**src/rtl/dpfm_pkg.sv**
```systemverilog
// Shared types and helpers for the dual-port frame monitor.
package dpfm_pkg;

   localparam int STATE_W = 3;

   typedef enum logic [STATE_W-1:0] {
      HUNT  = 3'd0,
      SYNC1 = 3'd1,
      LEN   = 3'd2,
      SEQ   = 3'd3,
      PAY   = 3'd4
   } dpfm_state_t;

   // True when addr lies inside either inclusive window.
   function automatic logic in_window(input logic [31:0] addr,
                                      input logic [31:0] lo0, input logic [31:0] hi0,
                                      input logic [31:0] lo1, input logic [31:0] hi1);
      return ((addr >= lo0) && (addr <= hi0)) || ((addr >= lo1) && (addr <= hi1));
   endfunction

endpackage

```
**src/rtl/dual_port_frame_monitor_if.sv**
```systemverilog
// The two DSP write buses into the shared dual-port RAM.
interface dual_port_frame_monitor_if #(
   parameter int AW = 10,
   parameter int DW = 16
) ();
   logic          xzcs_a;
   logic          we_a;
   logic [AW-1:0] addr_a;
   logic [DW-1:0] data_a;
   logic          xzcs_b;
   logic          we_b;
   logic [AW-1:0] addr_b;
   logic [DW-1:0] data_b;

   // DSP side drives the bus
   modport master (output xzcs_a, we_a, addr_a, data_a, xzcs_b, we_b, addr_b, data_b);
   // The monitor only listens
   modport slave  (input  xzcs_a, we_a, addr_a, data_a, xzcs_b, we_b, addr_b, data_b);
endinterface

```
**src/rtl/dpfm_bus_capture.sv**
```systemverilog
// One sniffer per DSP bus: synchronises the write strobe, tracks the
// address/data while it is held and emits a one-cycle commit pulse for
// writes that land inside a monitored window.
module dpfm_bus_capture
   import dpfm_pkg::*;
#(
   parameter int            DW      = 16,
   parameter int            AW      = 10,
   parameter logic [AW-1:0] WIN0_LO = 10'h001,
   parameter logic [AW-1:0] WIN0_HI = 10'h01e,
   parameter logic [AW-1:0] WIN1_LO = 10'h101,
   parameter logic [AW-1:0] WIN1_HI = 10'h11e
) (
   input  logic          clk,
   input  logic          iRst_n,
   input  logic          xzcs,
   input  logic          we,
   input  logic [AW-1:0] addr,
   input  logic [DW-1:0] data,
   output logic          commit,
   output logic [DW-1:0] word
);

   logic          strb_p0, strb_p1, strb_p2;
   logic [AW-1:0] addr_p1;
   logic [DW-1:0] data_p1;

   // Strobe synchroniser, bus tracking while strb_s is high, commit on its falling edge
   always_ff @(posedge clk or negedge iRst_n) begin
      if (!iRst_n) begin
         strb_p0 <= 1'b0;
         strb_p1 <= 1'b0;
         strb_p2 <= 1'b0;
         addr_p1 <= '0;
         data_p1 <= '0;
         commit  <= 1'b0;
         word    <= '0;
      end else begin
         // --- stage p0/p1: two-flop synchroniser on the raw strobe
         strb_p0 <= ~xzcs & ~we;
         strb_p1 <= strb_p0;
         // --- stage p2: delayed copy for edge detection; bus sampled while strobe is seen
         strb_p2 <= strb_p1;
         if (strb_p1) begin
            addr_p1 <= addr;
            data_p1 <= data;
         end
         // --- stage p3: commit one cycle after strb_s falls
         commit <= strb_p2 & ~strb_p1 &
                   in_window(32'(addr_p1), 32'(WIN0_LO), 32'(WIN0_HI),
                             32'(WIN1_LO), 32'(WIN1_HI));
         word   <= data_p1;
      end
   end

endmodule

```
**src/rtl/dual_port_frame_monitor.sv**
```systemverilog
// Passive frame parser on the two DSP RAM write buses: arbitrates the two
// committed-word streams, parses SYNC/SYNC/LEN/SEQ/payload frames and
// reports continuity, match flags, counters and an idle timeout.
module dual_port_frame_monitor
   import dpfm_pkg::*;
#(
   parameter int            DW      = 16,
   parameter int            AW      = 10,
   parameter logic [AW-1:0] WIN0_LO = 10'h001,
   parameter logic [AW-1:0] WIN0_HI = 10'h01e,
   parameter logic [AW-1:0] WIN1_LO = 10'h101,
   parameter logic [AW-1:0] WIN1_HI = 10'h11e,
   parameter logic [DW-1:0] SYNC    = 16'h007e,
   parameter int            MAXLEN  = 26,
   parameter logic [DW-1:0] MATCH0  = 16'h000a,
   parameter logic [DW-1:0] MATCH1  = 16'h000b,
   parameter logic [17:0]   TIMEOUT = 18'd150000,
   parameter int            CNTW    = 16
) (
   input  logic                    clk,
   input  logic                    iRst_n,
   dual_port_frame_monitor_if.slave bus,
   input  logic                    iClr,
   output logic                    oSeqOk,
   output logic                    oMatch0,
   output logic                    oMatch1,
   output logic                    oFrameDone,
   output logic                    oErr,
   output logic [CNTW-1:0]         oFrameCnt,
   output logic [CNTW-1:0]         oErrCnt,
   output logic [STATE_W-1:0]      oState
);

   localparam logic [DW-1:0] MAXLEN_W = DW'(MAXLEN);

   function automatic logic [CNTW-1:0] sat_inc(input logic [CNTW-1:0] v);
      return (&v) ? v : v + 1'b1;
   endfunction

   logic          vld_a, vld_b;
   logic [DW-1:0] word_a, word_b;

   dpfm_bus_capture #(.DW(DW), .AW(AW), .WIN0_LO(WIN0_LO), .WIN0_HI(WIN0_HI),
                      .WIN1_LO(WIN1_LO), .WIN1_HI(WIN1_HI)) u_cap_a (
      .clk(clk), .iRst_n(iRst_n), .xzcs(bus.xzcs_a), .we(bus.we_a),
      .addr(bus.addr_a), .data(bus.data_a), .commit(vld_a), .word(word_a));

   dpfm_bus_capture #(.DW(DW), .AW(AW), .WIN0_LO(WIN0_LO), .WIN0_HI(WIN0_HI),
                      .WIN1_LO(WIN1_LO), .WIN1_HI(WIN1_HI)) u_cap_b (
      .clk(clk), .iRst_n(iRst_n), .xzcs(bus.xzcs_b), .we(bus.we_b),
      .addr(bus.addr_b), .data(bus.data_b), .commit(vld_b), .word(word_b));

   // --- stage p0: arbitrated word, B wins a collision and A waits one cycle
   logic          pend_vld;
   logic [DW-1:0] pend_word;
   logic          vld_p0, word_ok;
   logic [DW-1:0] word_p0;

   // Pick the word to parse this cycle
   always_comb begin
      vld_p0  = pend_vld | vld_b | vld_a;
      word_p0 = pend_vld ? pend_word : (vld_b ? word_b : word_a);
      word_ok = vld_p0 & ~iClr;
   end

   // Hold A's word when both buses commit together
   always_ff @(posedge clk or negedge iRst_n) begin
      if (!iRst_n) begin
         pend_vld  <= 1'b0;
         pend_word <= '0;
      end else begin
         pend_vld <= vld_a & vld_b;
         if (vld_a & vld_b) pend_word <= word_a;
      end
   end

   dpfm_state_t   state_q, state_d;
   logic [DW-1:0] rem_q, prev_q;
   logic          hist_vld;
   logic [17:0]   idle_q;
   logic          tmo;
   logic          done_ev, err_ev, seq_ev, len_ld, pay_ev, m0_set, m1_set;

   assign tmo    = (state_q != HUNT) && !vld_p0 && (idle_q == TIMEOUT);
   assign oState = state_q;

   // Parser state register
   always_ff @(posedge clk or negedge iRst_n) begin
      if (!iRst_n) state_q <= HUNT;
      else         state_q <= state_d;
   end

   // Parser next-state
   always_comb begin
      state_d = state_q;
      if (iClr || tmo) begin
         state_d = HUNT;
      end else if (word_ok) begin
         case (state_q)
            HUNT:    if (word_p0 == SYNC) state_d = SYNC1;
            SYNC1:   state_d = (word_p0 == SYNC) ? LEN : HUNT;
            LEN:     if (word_p0 != SYNC) state_d = (word_p0 > MAXLEN_W) ? HUNT : SEQ;
            SEQ:     state_d = (rem_q == '0) ? HUNT : PAY;
            PAY:     if (rem_q == DW'(1)) state_d = HUNT;
            default: state_d = HUNT;
         endcase
      end
   end

   // Parser actions for the current word
   always_comb begin
      done_ev = 1'b0;
      err_ev  = 1'b0;
      seq_ev  = 1'b0;
      len_ld  = 1'b0;
      pay_ev  = 1'b0;
      m0_set  = 1'b0;
      m1_set  = 1'b0;
      if (tmo) begin
         err_ev = 1'b1;
      end else if (word_ok) begin
         case (state_q)
            LEN: if (word_p0 != SYNC) begin
               if (word_p0 > MAXLEN_W) err_ev = 1'b1;
               else                    len_ld = 1'b1;
            end
            SEQ: begin
               seq_ev  = 1'b1;
               done_ev = (rem_q == '0);
            end
            PAY: begin
               pay_ev  = 1'b1;
               m0_set  = (word_p0 == MATCH0);
               m1_set  = (word_p0 == MATCH1);
               done_ev = (rem_q == DW'(1));
            end
            default: ;
         endcase
      end
   end

   // Idle watchdog, restarts on every parsed word and whenever hunting
   always_ff @(posedge clk or negedge iRst_n) begin
      if (!iRst_n)                           idle_q <= '0;
      else if (state_q == HUNT || vld_p0)    idle_q <= '0;
      else                                   idle_q <= idle_q + 1'b1;
   end

   // Status flags, counters, length and sequence history
   always_ff @(posedge clk or negedge iRst_n) begin
      if (!iRst_n) begin
         oSeqOk     <= 1'b0;
         oMatch0    <= 1'b0;
         oMatch1    <= 1'b0;
         oFrameDone <= 1'b0;
         oErr       <= 1'b0;
         oFrameCnt  <= '0;
         oErrCnt    <= '0;
         rem_q      <= '0;
         prev_q     <= '0;
         hist_vld   <= 1'b0;
      end else if (iClr) begin
         oSeqOk     <= 1'b0;
         oMatch0    <= 1'b0;
         oMatch1    <= 1'b0;
         oFrameDone <= 1'b0;
         oErr       <= 1'b0;
         oFrameCnt  <= '0;
         oErrCnt    <= '0;
         hist_vld   <= 1'b0;
      end else begin
         oFrameDone <= done_ev;
         oErr       <= err_ev;
         if (done_ev) oFrameCnt <= sat_inc(oFrameCnt);
         if (err_ev)  oErrCnt   <= sat_inc(oErrCnt);
         if (m0_set)  oMatch0   <= 1'b1;
         if (m1_set)  oMatch1   <= 1'b1;
         if (len_ld)  rem_q     <= word_p0;
         if (pay_ev)  rem_q     <= rem_q - 1'b1;
         if (seq_ev) begin
            oSeqOk   <= hist_vld && (word_p0 == DW'(prev_q + 1'b1));
            prev_q   <= word_p0;
            hist_vld <= 1'b1;
         end
      end
   end

endmodule
```
**src/flat_wrapper.sv**
```systemverilog
// flat-port wrapper written by rule: the top's interface ports become plain ports
module dual_port_frame_monitor_flat import dpfm_pkg::*;
#(
   parameter int            DW      = 16,
   parameter int            AW      = 10,
   parameter logic [AW-1:0] WIN0_LO = 10'h001,
   parameter logic [AW-1:0] WIN0_HI = 10'h01e,
   parameter logic [AW-1:0] WIN1_LO = 10'h101,
   parameter logic [AW-1:0] WIN1_HI = 10'h11e,
   parameter logic [DW-1:0] SYNC    = 16'h007e,
   parameter int            MAXLEN  = 26,
   parameter logic [DW-1:0] MATCH0  = 16'h000a,
   parameter logic [DW-1:0] MATCH1  = 16'h000b,
   parameter logic [17:0]   TIMEOUT = 18'd150000,
   parameter int            CNTW    = 16
)
  (clk, iRst_n, iClr, oSeqOk, oMatch0, oMatch1, oFrameDone, oErr, oFrameCnt, oErrCnt, oState, bus_xzcs_a, bus_we_a, bus_addr_a, bus_data_a, bus_xzcs_b, bus_we_b, bus_addr_b, bus_data_b);
  dual_port_frame_monitor_if #(.AW(AW), .DW(DW)) bus_i ();
  input  logic clk;
  input  logic iRst_n;
  input  logic iClr;
  output logic oSeqOk;
  output logic oMatch0;
  output logic oMatch1;
  output logic oFrameDone;
  output logic oErr;
  output logic [CNTW-1:0] oFrameCnt;
  output logic [CNTW-1:0] oErrCnt;
  output logic [STATE_W-1:0] oState;
  input wire logic [$bits(bus_i.xzcs_a)-1:0] bus_xzcs_a;
  input wire logic [$bits(bus_i.we_a)-1:0] bus_we_a;
  input wire logic [$bits(bus_i.addr_a)-1:0] bus_addr_a;
  input wire logic [$bits(bus_i.data_a)-1:0] bus_data_a;
  input wire logic [$bits(bus_i.xzcs_b)-1:0] bus_xzcs_b;
  input wire logic [$bits(bus_i.we_b)-1:0] bus_we_b;
  input wire logic [$bits(bus_i.addr_b)-1:0] bus_addr_b;
  input wire logic [$bits(bus_i.data_b)-1:0] bus_data_b;
  assign bus_i.xzcs_a = bus_xzcs_a;
  assign bus_i.we_a = bus_we_a;
  assign bus_i.addr_a = bus_addr_a;
  assign bus_i.data_a = bus_data_a;
  assign bus_i.xzcs_b = bus_xzcs_b;
  assign bus_i.we_b = bus_we_b;
  assign bus_i.addr_b = bus_addr_b;
  assign bus_i.data_b = bus_data_b;
  dual_port_frame_monitor #(.DW(DW), .AW(AW), .WIN0_LO(WIN0_LO), .WIN0_HI(WIN0_HI), .WIN1_LO(WIN1_LO), .WIN1_HI(WIN1_HI), .SYNC(SYNC), .MAXLEN(MAXLEN), .MATCH0(MATCH0), .MATCH1(MATCH1), .TIMEOUT(TIMEOUT), .CNTW(CNTW)) u_core (.clk(clk), .iRst_n(iRst_n), .bus(bus_i), .iClr(iClr), .oSeqOk(oSeqOk), .oMatch0(oMatch0), .oMatch1(oMatch1), .oFrameDone(oFrameDone), .oErr(oErr), .oFrameCnt(oFrameCnt), .oErrCnt(oErrCnt), .oState(oState));
endmodule
```
**config.mk**
```make
export PLATFORM = sky130hd
export DESIGN_NAME = dual_port_frame_monitor_flat
export DESIGN_NICKNAME = d
export VERILOG_FILES = /design/src/rtl/dpfm_pkg.sv /design/src/rtl/dual_port_frame_monitor_if.sv /design/src/rtl/dpfm_bus_capture.sv /design/src/rtl/dual_port_frame_monitor.sv /design/src/flat_wrapper.sv
export SDC_FILE = /design/constraint.sdc
export NUM_CORES = 1
export LEC_CHECK = 0
export BUFFER_PORTS_ARGS = -buffer_cell sky130_fd_sc_hd__buf_2
export CELL_PAD_IN_SITES_DETAIL_PLACEMENT = 1
export CELL_PAD_IN_SITES_GLOBAL_PLACEMENT = 1
export CORE_UTILIZATION = 45
export DETAILED_ROUTE_END_ITERATION = 8
export PLACE_DENSITY = 0.76
export SLEW_MARGIN = 0
export SYNTH_ARGS = -nofsm -noshare
export SYNTH_HDL_FRONTEND = slang
export SYNTH_SLANG_ARGS = --single-unit
```
**constraint.sdc**
```tcl
create_clock -name clk -period 4.1 [get_ports clk]
set_clock_uncertainty 0.2 [all_clocks]
set_input_delay 0.615 -clock clk [delete_from_list [all_inputs] [get_ports clk]]
set_output_delay 0.615 -clock clk [all_outputs]
set_load 0.005 [all_outputs]
```
Word level (Yosys, flattened, before mapping)
Cells that the tools add are included.
{"block": "word_totals", "regBits": 200, "in_bits": 59, "wordCells": 159, "output_inout_bits": 40}
{"block": "op_classes", "n_reduce_logical": 29, "bitwise_logic": 17, "eq_ne": 16, "n_mux": 55, "order_cmp": 9, "n_addsub": 5}
{"cell": "2-to-1 mux 16 bit", "count": 10}
{"cell": "adder 16 x 1 -> 16 bit, second input constant", "count": 3}
{"cell": "2-to-1 mux 1 bit", "count": 34}
{"cell": "equality test 16 x 4 -> 1 bit, second input constant", "count": 2}
{"cell": "AND reduction 16 bit", "count": 2}
{"cell": ">= comparator 10 x 1 -> 1 bit, second input constant", "count": 2}
{"cell": ">= comparator 10 x 9 -> 1 bit, second input constant", "count": 2}
{"cell": "less-or-equal comparator 10 x 5 -> 1 bit, second input constant", "count": 2}
{"cell": "less-or-equal comparator 10 x 9 -> 1 bit, second input constant", "count": 2}
{"cell": "adder 18 x 1 -> 18 bit, second input constant", "count": 1}
{"cell": "equality test 18 bit, second input constant", "count": 1}
{"cell": "2-to-1 mux 18 bit", "count": 1}
{"cell": "2-to-1 mux 3 bit", "count": 6}
{"cell": "equality test 16 x 1 -> 1 bit, second input constant", "count": 1}
{"cell": "equality test 16 bit", "count": 1}
{"cell": "equality test 16 x 7 -> 1 bit, second input constant", "count": 1}
{"cell": "greater-than comparator 16 x 5 -> 1 bit, second input constant", "count": 1}
{"cell": "zero test 16 bit", "count": 1}
{"cell": "!= test 16 x 7 -> 1 bit, second input constant", "count": 1}
{"cell": "subtractor 16 x 1 -> 16 bit, second input constant", "count": 1}
{"cell": "one-hot mux 3 bit (5 select lines)", "count": 1}
{"cell": "nonzero test 2 bit", "count": 7}
{"cell": "!= test 3 x 1 -> 1 bit, second input constant", "count": 3}
{"cell": "AND 1 bit", "count": 8}
{"cell": "other kinds (15)", "count": 37}

Depth between registers and ports, before layout
{"block": "depth", "ltp_word": 10, "depth_mapped": 12, "depth_no_buf": 9}

By module
From an unflattened synthesis, not the netlist that was laid out.
{"block": "unflattened", "cells_unflattened": 794, "hier_area_um2": 9107.5}
{"module": "dual_port_frame_monitor", "area_each_um2": 6129.6, "instances": 1, "seq_area_each_um2": 2702.6, "cells_each": 628}
{"module": "dpfm_bus_capture", "area_each_um2": 1488.9, "instances": 2, "seq_area_each_um2": 1126.1, "cells_each": 83}

Worst setup path before layout
OpenSTA, ideal clock, no wires.
{"block": "synth_path", "kind": "reg-to-reg", "start": "register u_core.u_cap_b.commit", "end": "register u_core.oErrCnt[1]", "arrival_time_ns": 2.333, "setup_ns": 0.132, "required_ns": 3.768, "setup_slack_ns": 1.435, "path_buffers": 4, "stages_incl_launch_ff": 13, "period_less_slack_ns": 2.665, "cell_sequence": "dfrtp_1 > buf_6 > buf_6 > mux2_4 > mux2i_2 > nand4_2 > nor2_4 > nand4_1 > a21oi_2 > buf_6 > buf_6 > mux2i_1 > nor2_1"}
{"block": "synth_between", "elab_chain_cells": 10, "elab_cells_between_ends": 17, "classes_between": "1 x order compare; 1 x eq/ne; 7 x mux; 3 x bitwise; 5 x reduce/logical"}
{"element": "from (decl)", "line_no": "dpfm_bus_capture.sv:20", "source": "output logic commit,"}
{"element": "from (signal assigned)", "line_no": "dpfm_bus_capture.sv:49", "source": "commit <= strb_p2 & ~strb_p1 &"}
{"element": "2-to-1 mux 16 bit (2 in a row)", "line_no": "dual_port_frame_monitor.sv:62", "source": "word_p0 = pend_vld ? pend_word : (vld_b ? word_b : word_a);"}
{"element": "greater-than comparator 16 x 5 -> 1 bit", "line_no": "dual_port_frame_monitor.sv:124", "source": "if (word_p0 > MAXLEN_W) err_ev = 1'b1;"}
{"element": "2-to-1 mux 1 bit", "line_no": "dual_port_frame_monitor.sv:124"}
{"element": "2-to-1 mux 1 bit", "line_no": "dual_port_frame_monitor.sv:123", "source": "LEN: if (word_p0 != SYNC) begin"}
{"element": "2-to-1 mux 1 bit", "line_no": "dual_port_frame_monitor.sv:122", "source": "case (state_q)"}
{"element": "2-to-1 mux 1 bit", "line_no": "dual_port_frame_monitor.sv:121", "source": "end else if (word_ok) begin"}
{"element": "2-to-1 mux 1 bit (*)", "line_no": "dual_port_frame_monitor.sv:119", "source": "if (tmo) begin"}
{"element": "nonzero test 2 bit (no line) (*)"}
{"element": "AND reduction 2 bit (no line) (*)"}
{"element": "to (signal assigned)", "line_no": "dual_port_frame_monitor.sv:175", "source": "if (err_ev) oErrCnt <= sat_inc(oErrCnt);"}
{"element": "to (decl)", "line_no": "dual_port_frame_monitor.sv:30", "source": "output logic [CNTW-1:0] oErrCnt,"}
Mark *: on every way between the ends. The rest lies on a longest branch, timed or not.
A chain may end at the register's enable or synchronous reset.

Worst setup path in the final report
{"block": "layout_path", "start": "register u_core.u_cap_b.commit", "end": "register u_core.oErrCnt[15]"}
The elaborated chain is that of the path after synthesis.

==> impl_metrics.py <==
metrics = {
    "clock_tree": {
        "numCtsBuffers": 17,
        "post_cts_buffers": 0,
        "clk_latency_ns": 0.44,
        "postCtsResizedCells": 0,
        "cts_buffer_depth": 2,
        "h-tree-depth": 4,
        "clkSinkCount": 198,
        "cts_hold_buf": 0,
        "root_buffer": "clkbuf_16",
        "clk_pin_slew_ns": 0.07,
        "cts_tree": "built",
    },
    "critical_path": {
        "worst_setup_path_end_kind": "register",
        "cp_max_fo": 30,
        "critical_path_class": "reg2reg",
        "crit_path_start_kind": "register",
        "crit_required_ns": 4.25,
        "worstPathArrival_ns": 3.59,
    },
    "sta": {
        "tns_ns": 0,
        "hold_ws_ns": 0.0689,
        "fmax_mhz": 291,
        "fin_crit_ns": 3.43,
        "fin_crit_sh_pct": 83.7,
        "worstMarginPinSlew_ns": 1.16,
        "worst_slack_ns": 0.669,
        "hold_violations": 0,
        "setup_viol": 0,
        "maxSlewViolCount": 0,
        "rsz0062_at_grt": "no",
        "maxSlewHeadroom_pct": 22.4,
    },
    "grt": {
        "grt_pass1_wl_um": 34200,
        "track_usage_pct": 21.3,
        "grt_pass1_vias": 6886,
        "antenna_found_initial": 0,
        "overflow": 0,
        "grt_start_max_net_pins": 116,
    },
    "place": {
        "port-buffer-count": 96,
        "gp_congestion": 0.749,
        "dp_slack_ns": 0.686,
        "postPlaceCellArea_sq_um": 9800,
        "place_hpwl_um": 14300,
    },
    "power_and_ir_drop": {
        "p_per_area_nw_per_um2": 397,
        "power_leakage_nw": 4.62,
        "peakVddDrop_v": 0.000290,
        "p_sw_mw": 1.03,
        "power_mw": 4.11,
        "swShare_pct": 25.1,
        "combinationalPowerShare_pct": 8.3,
        "internal-power_mw": 3.08,
        "power_frac_clock_pct": 39.2,
        "seqPwrFrac_pct": 52.4,
    },
    "synth": {
        "synthCells": 800,
        "yosysSeqAreaShare_pct": 54.9,
        "synth_warnings": 0,
        "synth_edf_count": 0,
        "syn_area_per_cell_sq_um": 11.3,
        "yosysMostFrequentCell": "dfrtp_1",
        "syn_nets": 866,
        "synth_seq_cells": 198,
        "syn-cell-area_sq_um": 9030,
        "synth-async-reset-ratio_pct": 100,
        "synth_commonest_cells": "198 x dfrtp_1, 71 x mux2_2, 71 x nor2_1",
        "synth_ff_type": "dfrtp_1",
        "synthDistinctLibCells": 64,
        "synth_area_leaders": "dfrtp_1 55%, mux2_2 8.9%, nor2_1 3.0%",
        "yosys.area.top_type_share_pct": 54.9,
        "synth_top_area_cell": "dfrtp_1",
    },
    "die": {
        "die_y_um": 144,
        "core_area_sq_um": 19600,
        "start_util_pct": 46.1,
        "fp-row-count": 51,
        "die-area_sq_um": 20600,
        "io_pins": 99,
        "chipWidth_um": 144,
    },
    "final_layout": {
        "n_antenna_cell": 0,
        "fin_area_sq_um": 10400,
        "largest_reg_flops": 18,
        "top_register": "u_core.idle_q",
        "area_delta_synth_final_pct": 14.7,
        "layout.nets": 965,
        "drive_gt1_share_pct": 26.1,
    },
    "run": {
        "drv_cap": 0,
    },
    "detailed_routing": {
        "postRouteAntennaNets": 0,
        "wirelength_um": 20400,
        "first_iter_violations": 139,
        "post_drt_wl_per_cell_um": 17.3,
        "via_per_inst": 5.42,
        "drc": 0,
        "vias": 6377,
        "drt_pass1_iterations": 4,
    },
    "hold_path": {
        "min_path_type": "in2async",
    },
    "run_status": {
        "status": "completed",
    },
}
==> routing by layer <==
layer	vias to the layer above	GRT usage [%]	wire (um)
met5	-	0	0
met4	0	7.00	269
met3	22	4.73	822
met2	117	37.6	10300
met1	3190	25.7	9000
li1	3048	-	-
==> logic make-up after synthesis <==
kind of cell    count (synthesis)  synth area share [%]
compound gates                118                  7.76
simple gates                  277                  16.1
xor+xnor                       50                  4.85
flops                         198                  54.9
buf+inv                        48                  2.70
fa+ha+maj                       7                 0.970
mux                           102                  12.7
==> metrics by stage <==
| step | utilization, % | cells |
|---|---|---|
| 3_3_place_gp | 50.0 | 1145 |
| 5_1_grt | 52.9 | 1177 |
| 4_1_cts | 52.9 | 1177 |
| 2_1_floorplan | - | 800 |
| 3_5_place_dp | 50.0 | 1145 |
| 6_report | 52.9 | 1177 |
==> worst max-delay path, cell delays in order, from the launching register on <==
cell     delay, ns
dfrtp_1       0.77
buf_4         0.30
mux2i_1       0.10
o21ai_1       0.40
a21oi_1       0.06
or3_1         0.36
nand4_1       0.21
a21oi_2       0.08
buf_4         0.23
or4_1         0.49
a21oi_1       0.15
==> final timing paths <==
kind,to,slack [ns],startpoint,cells past startpoint
setup / recovery,u_core.oErrCnt[15]$_DFFE_PN0P_,0.67,u_core.u_cap_b.commit$_DFF_PN0_,10
hold / removal,u_core.idle_q[5]$_DFF_PN0_,0.07,iRst_n,1
setup reg to reg,u_core.oErrCnt[15]$_DFFE_PN0P_,0.67,u_core.u_cap_b.commit$_DFF_PN0_,10
hold reg to reg,u_core.u_cap_a.strb_p1$_DFF_PN0_,0.15,u_core.u_cap_a.strb_p0$_DFF_PN0_,0
max in group asynchronous,u_core.oFrameCnt[11]$_DFFE_PN0P_,2.65,iRst_n,2
min in group clk,u_core.u_cap_a.strb_p0$_DFF_PN0_,0.11,bus_xzcs_a,2
==> power groups by stage <==
stage | sequential, mW | combinational [mW] | clock [mW]
floorplan | 2.16 | 0.219 | 0
global placement | 2.18 | 0.330 | 0
detailed placement | 2.19 | 0.344 | 0
CTS | 2.16 | 0.350 | 1.66
global route | 2.17 | 0.380 | 1.72
finish | 2.15 | 0.342 | 1.61
==> placed cells by master, fill, tap and decap left out, drive strengths merged, types with 21 or more instances in the layout <==
master	n
or3	22
nor2	72
mux2	78
nand3	27
nand2	56
inv	21
a21oi	44
clkbuf	22
nand4	22
buf	113
mux2i	24
dfrtp	198
xnor2	30
o21ai	43
==> layout make-up <==
class | count | area, sq um
inverters | 14 | 52.6
clock buffers | 21 | 460
well taps | 265 | 332
fillers | 2128 | 9230
clock inverters | 11 | 106
flip-flops and latches | 198 | 4950
multi-input cells | 554 | 3830
repair buffers | 114 | 624
Note: power is estimated with default switching activity, not from simulation.
